$ cat src/rtl/spm_arbiter.sv
// spm_arbiter: shares the single-port scratchpad between the test port (tst),
// the CPU data port (dat) and the CPU fetch port (ins). Fixed priority
// tst > dat > ins, with fetch boosted above dat after a run of denials.
// One grant per cycle; the acknowledge is registered and lands one cycle later.
module spm_arbiter #(
  parameter int ADDR_W       = 30,
  parameter int DATA_W       = 32,
  parameter int STARVE_LIMIT = 4,
  parameter int STARVE_CNT_W = 3
) (
  input  logic              clk,
  input  logic              reset,
  input  logic              cpu_en,
  input  logic [ADDR_W-1:0] tst_addr,
  input  logic              tst_as_,
  input  logic              tst_rw,
  input  logic [DATA_W-1:0] tst_wr_data,
  output logic              tst_rdy,
  input  logic [ADDR_W-1:0] dat_addr,
  input  logic              dat_as_,
  input  logic              dat_rw,
  input  logic [DATA_W-1:0] dat_wr_data,
  output logic              dat_rdy,
  input  logic [ADDR_W-1:0] ins_addr,
  input  logic              ins_as_,
  output logic              ins_rdy,
  output logic [DATA_W-1:0] rd_data,
  output logic [ADDR_W-1:0] spm_addr,
  output logic              spm_as_,
  output logic              spm_rw,
  output logic [DATA_W-1:0] spm_wr_data,
  input  logic [DATA_W-1:0] spm_rd_data
);

  localparam logic [STARVE_CNT_W-1:0] STARVE_MAX = STARVE_CNT_W'(STARVE_LIMIT);

  logic tst_v, dat_v, ins_v;
  logic tst_elig, dat_elig, ins_elig;
  logic boost;
  logic gnt_tst, gnt_dat, gnt_ins;

  logic                    tst_rdy_q, tst_rdy_d;
  logic                    dat_rdy_q, dat_rdy_d;
  logic                    ins_rdy_q, ins_rdy_d;
  logic                    rd_ack_q, rd_ack_d;
  logic [STARVE_CNT_W-1:0] starve_q, starve_d;

  // Eligibility (a requester being acknowledged cannot be re-granted) and priority grant
  always_comb begin
    tst_v    = ~tst_as_;
    dat_v    = ~dat_as_;
    ins_v    = ~ins_as_;
    tst_elig = tst_v & ~tst_rdy_q;
    dat_elig = dat_v & cpu_en & ~dat_rdy_q;
    ins_elig = ins_v & cpu_en & ~ins_rdy_q;
    boost    = (starve_q == STARVE_MAX);
    gnt_tst  = 1'b0;
    gnt_dat  = 1'b0;
    gnt_ins  = 1'b0;
    if (!reset) begin
      if (tst_elig)               gnt_tst = 1'b1;
      else if (ins_elig && boost) gnt_ins = 1'b1;
      else if (dat_elig)          gnt_dat = 1'b1;
      else if (ins_elig)          gnt_ins = 1'b1;
    end
  end

  // Steer the granted request onto the SPM; idle values otherwise
  always_comb begin
    spm_as_     = 1'b1;
    spm_rw      = 1'b1;
    spm_addr    = '0;
    spm_wr_data = '0;
    if (gnt_tst) begin
      spm_as_     = 1'b0;
      spm_rw      = tst_rw;
      spm_addr    = tst_addr;
      spm_wr_data = tst_wr_data;
    end else if (gnt_dat) begin
      spm_as_     = 1'b0;
      spm_rw      = dat_rw;
      spm_addr    = dat_addr;
      spm_wr_data = dat_wr_data;
    end else if (gnt_ins) begin
      spm_as_     = 1'b0;
      spm_addr    = ins_addr;
    end
  end

  // Next acknowledge state and fetch starvation counter (holds while cpu_en is low)
  always_comb begin
    tst_rdy_d = gnt_tst;
    dat_rdy_d = gnt_dat;
    ins_rdy_d = gnt_ins;
    rd_ack_d  = (gnt_tst & tst_rw) | (gnt_dat & dat_rw) | gnt_ins;
    starve_d  = starve_q;
    if (gnt_ins || !ins_v)
      starve_d = '0;
    else if (ins_elig && (starve_q != STARVE_MAX))
      starve_d = starve_q + 1'b1;
  end

  // Registered state with synchronous reset; a pending ack is dropped
  always_ff @(posedge clk) begin
    if (reset) begin
      tst_rdy_q <= 1'b0;
      dat_rdy_q <= 1'b0;
      ins_rdy_q <= 1'b0;
      rd_ack_q  <= 1'b0;
      starve_q  <= '0;
    end else begin
      tst_rdy_q <= tst_rdy_d;
      dat_rdy_q <= dat_rdy_d;
      ins_rdy_q <= ins_rdy_d;
      rd_ack_q  <= rd_ack_d;
      starve_q  <= starve_d;
    end
  end

  // Reset masks the ack outputs in the same cycle it is asserted
  assign tst_rdy = tst_rdy_q & ~reset;
  assign dat_rdy = dat_rdy_q & ~reset;
  assign ins_rdy = ins_rdy_q & ~reset;
  assign rd_data = (rd_ack_q && !reset) ? spm_rd_data : '0;

endmodule

$ cat config.mk
export PLATFORM = sky130hd
export DESIGN_NAME = spm_arbiter
export DESIGN_NICKNAME = d
export VERILOG_FILES = /design/src/rtl/spm_arbiter.sv
export SDC_FILE = /design/constraint.sdc
export NUM_CORES = 1
export LEC_CHECK = 0
export ABC_CLOCK_PERIOD_IN_PS = 2550
export CORE_AREA = 2 2 115 117
export CTS_CLUSTER_SIZE = 8
export DETAILED_ROUTE_END_ITERATION = 10
export DIE_AREA = 0 0 117 119
export PLACE_DENSITY_LB_ADDON = 0.08
export SYNTH_ARGS = -nofsm -noshare
export SYNTH_HDL_FRONTEND = slang
export SYNTH_SLANG_ARGS = --single-unit
$ cat constraint.sdc
create_clock -name clk -period 2.55 [get_ports clk]
set_input_delay 0.51 -clock clk [delete_from_list [all_inputs] [get_ports clk]]
set_output_delay 0.51 -clock clk [all_outputs]
set_load 0.005 [all_outputs]
-- Yosys cells after proc, flatten, opt, wreduce, memory -nomap -nowiden
Cells that the tools add are included.
W data, S select, Z words.
- bits in registers: 7
- input bits: 194
- add/sub/neg operators: 1
- equality and inequality tests: 2
- mux-type cells: 22
- bitwise operators: 19
- reductions and logical operators: 6
- operator list (kind ; number):
    $mux W32 ; 3
    $mux W30 ; 3
    $mux W1 ; 16
    $and A1 B1 Y1 ; 10
    $not A1 Y1 ; 7
    $add A3 B1 Y3 const B ; 1
    $eq A3 B3 Y1 const B ; 1
    $logic_and A1 B1 Y1 ; 3
    $ne A3 B3 Y1 const B ; 1
    $or A1 B1 Y1 ; 2
    $reduce_or A2 Y1 ; 1
    $logic_not A1 Y1 ; 1
    $logic_or A1 B1 Y1 ; 1

-- Longest topological paths before layout
Gate-level depths: netlist of the first run.
- depth after elaboration: 11
- gate-level depth with buffers: 7

-- Worst setup path before layout of the first run
OpenSTA, ideal clock, no wires.
- kind: input to output
- start point: in ins_as_
- end point: out spm_addr[0]
- arrival: 1.796 ns
- data required time: 2.040 ns
- slack: 0.244 ns
- cell stages on the path: 4
- buffers on the path: 1
- cell sequence: or3b_4 -> a2111oi_4 -> buf_6 -> a221o_2
- cells in the longest elaborated chain, start to end: 11
- elaborated cells on any way between the ends: 15
- classes of those cells: mux: 11; bitwise: 3; reduce/logical: 1
- RTL lines (element ; RTL line ; text):
    from (decl) ; 25 ; input logic ins_as_,
    $not A1 Y1 (*) ; 52 ; ins_v = ~ins_as_;
    $and A1 B1 Y1 (*) (2 in a row) ; 55 ; ins_elig = ins_v & cpu_en & ~ins_rdy_q;
    $mux W1 ; 64 ; else if (ins_elig) gnt_ins = 1'b1;
    $mux W1 ; 63 ; else if (dat_elig) gnt_dat = 1'b1;
    $mux W1 ; 62 ; else if (ins_elig && boost) gnt_ins = 1'b1;
    $mux W1 ; 61 ; if (tst_elig) gnt_tst = 1'b1;
    $mux W1 ; 60 ; if (!reset) begin
    $mux W30 ; 84 ; end else if (gnt_ins) begin
    $mux W30 (*) ; 79 ; end else if (gnt_dat) begin
    $mux W30 (*) ; 74 ; if (gnt_tst) begin
    to (decl) ; 28 ; output logic [ADDR_W-1:0] spm_addr,
Mark *: on every way between the ends. The rest lies on a longest branch, timed or not.

-- Worst setup path after layout of the first run
- start point: reg starve_q[0]
- end point: out spm_addr[2]
- cells in the longest elaborated chain, start to end: 8
- elaborated cells on any way between the ends: 11
- classes of those cells: eq/ne: 1; mux: 9; reduce/logical: 1
- RTL lines (element ; RTL line ; text):
    from (decl) ; 46 ; logic [STARVE_CNT_W-1:0] starve_q, starve_d;
    from (signal assigned) ; 116 ; starve_q <= starve_d;
    $eq A3 B3 Y1 (*) ; 56 ; boost = (starve_q == STARVE_MAX);
    $logic_and A1 B1 Y1 (*) ; 62 ;
    $mux W1 ; 62 ;
    $mux W1 ; 61 ;
    $mux W1 ; 60 ;
    $mux W30 ; 84 ;
    $mux W30 (*) ; 79 ;
    $mux W30 (*) ; 74 ;
Marks and branches as above.

==> flow_summary_export.csv, run 1 <==
group,metric,value,unit
run_status,status,"finished, violations left",
run_status,violations,"setup timing",
grt,grtUsageTotal,15.0,%
setup_path,critPathCaptureType,"output pin",
floorplan,core,0.0129,mm²
setup_path,worstPathArrival,2.12,ns
pwr,p_sw,251,µW
timing,timing.final.ws_setup,-0.0796,ns
clocking,postCtsHoldBufs,0,
synth,ys_ff_latch,7,
synth,synth_nets,381,
synth,synth.area.top_cells,"and2_1 (25%), a221o_2 (23%), a22o_1 (18%)",
grt,grt.overflow.total,0,
layout,drive_gt1_share,35.2,%
pwr,p_per_area,200,mW/mm²
floorplan,fp.dieW,117,µm
clocking,tritoncts.num_buffers,3,
synth,avgSynthCellArea,8.38,µm²
timing,finalSetupViolations,10,
synth,async_flop_share,0,%
layout,final_cells,710,
floorplan,io-pin-count,293,
place,gp_congestion,0.733,
timing,timing.final.crit_period,2.63,ns
place,dp_hpwl,8750,µm
route,drtPass1Iterations,6,
route,wl,11300,µm
clocking,cts.htree.levels,1,
synth,ys_seq_area_share,9.04,%
timing,clock.fmax,0.380,GHz
clocking,root_buffer,"clkbuf_16",
timing,fin_skew,0.00322,ns
timing,finalCritPeriodShare,103,%
clocking,clk_pin_slew,0.04,ns
setup_path,crit_fanout,4,
layout,fin_nets,731,
grt,grt_pass1_vias,3087,
floorplan,fp.dieH,119,µm
grt,grt_pass1_wl,16300,µm
route,drc_errors,0,
setup_path,worstSetupPathType,"flip-flop to output pin",
clocking,clk_path_buf_depth,2,
timing,slew_headroom,72.2,%
route,drtIter0Drc,45,
floorplan,initial_core_util,12.0,%
pwr,p_sw_share,23.3,%
layout,syn_to_final_growth,248,%
pwr,combPwrFrac,64.4,%
floorplan,design.die.area,0.0139,mm²
synth,ys.warnings.count,0,
grt,grt_max_degree,24,
place,dp_cells,665,
clocking,clock_latency,0.23,ns
clocking,cts_tree,"done",
route,ant_nets,0,
layout,n_antenna_cell,0,
timing,drv_slew,0,
synth,synth_edf_count,0,
floorplan,rows,42,
route,vias_per_cell,4.08,
timing,hold_viol,0,
synth,synthCells,185,
synth,synth_largest_area_cell,"and2_1",
setup_path,cp.required,2.04,ns
pwr,cellLeakagePower,0.00230,µW
synth,synth-main-ff-cell,"dfxtp_1",
setup_path,start_kind,"flip-flop",
job,drv_cap,0,
clocking,clock_sinks,7,
synth,synth.cell_area,0.00155,mm²
place,port_buffers,292,
min_path,min_path_type,"flip-flop to flip-flop",
timing,worst_pin_slew,0.406,ns
pwr,p_seq_share,10.9,%
pwr,power_frac_clock,24.7,%
layout,fin_area,0.00540,mm²
route,wl_per_cell,15.9,µm
grt,antenna_found_initial,0,
pwr,p_int,827,µW
place,place_area,0.00488,mm²
synth,yosysUniqueCellTypes,26,
synth,synth_top_cell_area_share,25.4,%
pwr,vdd_drop_max,0.000136,V
pwr,total_power,1080,µW
timing,rsz0062_at_grt,"yes",
route,vias,2894,
[per-stage QoR]
stage	utilization [%]	hold WS [ns]	TNS, ns	setup slack [ns]
after detailed placement	37.9	0.514	-53.33	-0.792
after global placement	37.9	0.514	-52.63	-0.799
after CTS	42.2	0.534	-0.832	-0.103
final	41.9	0.535	-0.520	-0.0796
after global routing	41.9	0.568	-2.73	-0.175
after floorplan	-	0.477	0	0.244
[cell type report]
class | count | area [µm²]
multi-input cells | 153 | 1320
repair buffers | 365 | 3620
inverters | 5 | 18.8
fillers | 1324 | 7480
flip-flops and latches | 7 | 144
clock buffers | 4 | 78.8
well taps | 176 | 220
[kinds of logic (layout without fill, tap and decap cells)]
kind of cell	count (synthesis)	after routing	synth area share, %
simple gates	78	78	31.6
buf+inv	25	374	10.8
fa+ha+maj	2	2	1.61
flops	7	7	9.04
compound gates	73	73	47.0
[flip-flops by register name, indices dropped and copies added, names as in the netlist]
signal	cells
tst_rdy_q	1
dat_rdy_q	1
rd_ack_q	1
ins_rdy_q	1
starve_q	3
[cells in the mapped netlist (2+ instances only)]
library cell and instances:
buf_4 5, inv_1 5, buf_2 2, buf_6 7
a221o_2 31, nor2b_1 4, and2_1 63, clkbuf_1 6
a22o_1 32, nor3b_1 2, nand3_1 2, o31ai_1 2
dfxtp_1 7, o21ai_0 2, ha_1 2, a2111oi_0 3
[path summary, 6_finish.rpt]
check                   start          end  slack, ns  cells after the start
setup reg to reg  starve_q[0]  starve_q[1]       0.67                     10
hold / removal    starve_q[2]  starve_q[2]       0.53                      2
setup / recovery  starve_q[0]  spm_addr[2]      -0.08                     11
hold reg to reg   starve_q[2]  starve_q[2]       0.53                      2
[power by group through the flow]
stage / registers [µW] / logic [µW] / clock network, µW
final: 118 / 693 / 266
after floorplan: 117 / 155 / 0
after global placement: 118 / 658 / 0
after global routing: 118 / 743 / 278
after CTS: 117 / 701 / 271
after detailed placement: 118 / 660 / 0
[timing repair]
action,4_1_cts,5_1_grt
gates resized for setup,301,31
cloned,9,1
hold endpoints to repair,0,0
setup endpoints to repair,96,81
buffers inserted,33,2
pin swaps,27,26
[layer usage]
layer  vias up  GRT usage (%)  share of wire [%]
li1       1423              -                  -
met1      1310           15.0                 35
met2       155           30.3                 54
met3         6           4.83                 10
met4         0           1.69               0.63
met5         -              0                  0
[worst max-delay path, stage by stage, from the launching register on]
cell,delay (ns)
dfxtp_2,0.33
inv_2,0.05
ha_4,0.15
and2_4,0.16
a2111oi_4,0.36
buf_6,0.19
buf_12,0.11
buf_12,0.10
buf_16,0.10
buf_8,0.10
a221o_2,0.15
buf_6,0.09
[layout by cell type, fill, tap and decap left out, drive strengths merged]
cell type      count
or3b               2
o31ai              2
clkbuf             9
a2111oi            5
o21ai              2
dfxtp              7
ha                 2
nand3              2
a221o             31
and2              63
a22o              32
a21oi              1
dlygate4sd2        1
inv                5
nor4               1
nand2              1
buf              131
nor3               1
nor2               1
clkdlybuf4s50    224
nor2b              4
clkdlybuf4s15      4
or3                1
nor3b              2
Power figures use the tool's default switching activity.
==> inputs of run 2 (changes only) <==
- HOLD_SLACK_MARGIN: unset -> 0.15
==> results of run 2 <==
Final layout, timing and power as in run 1 (identical DEF).
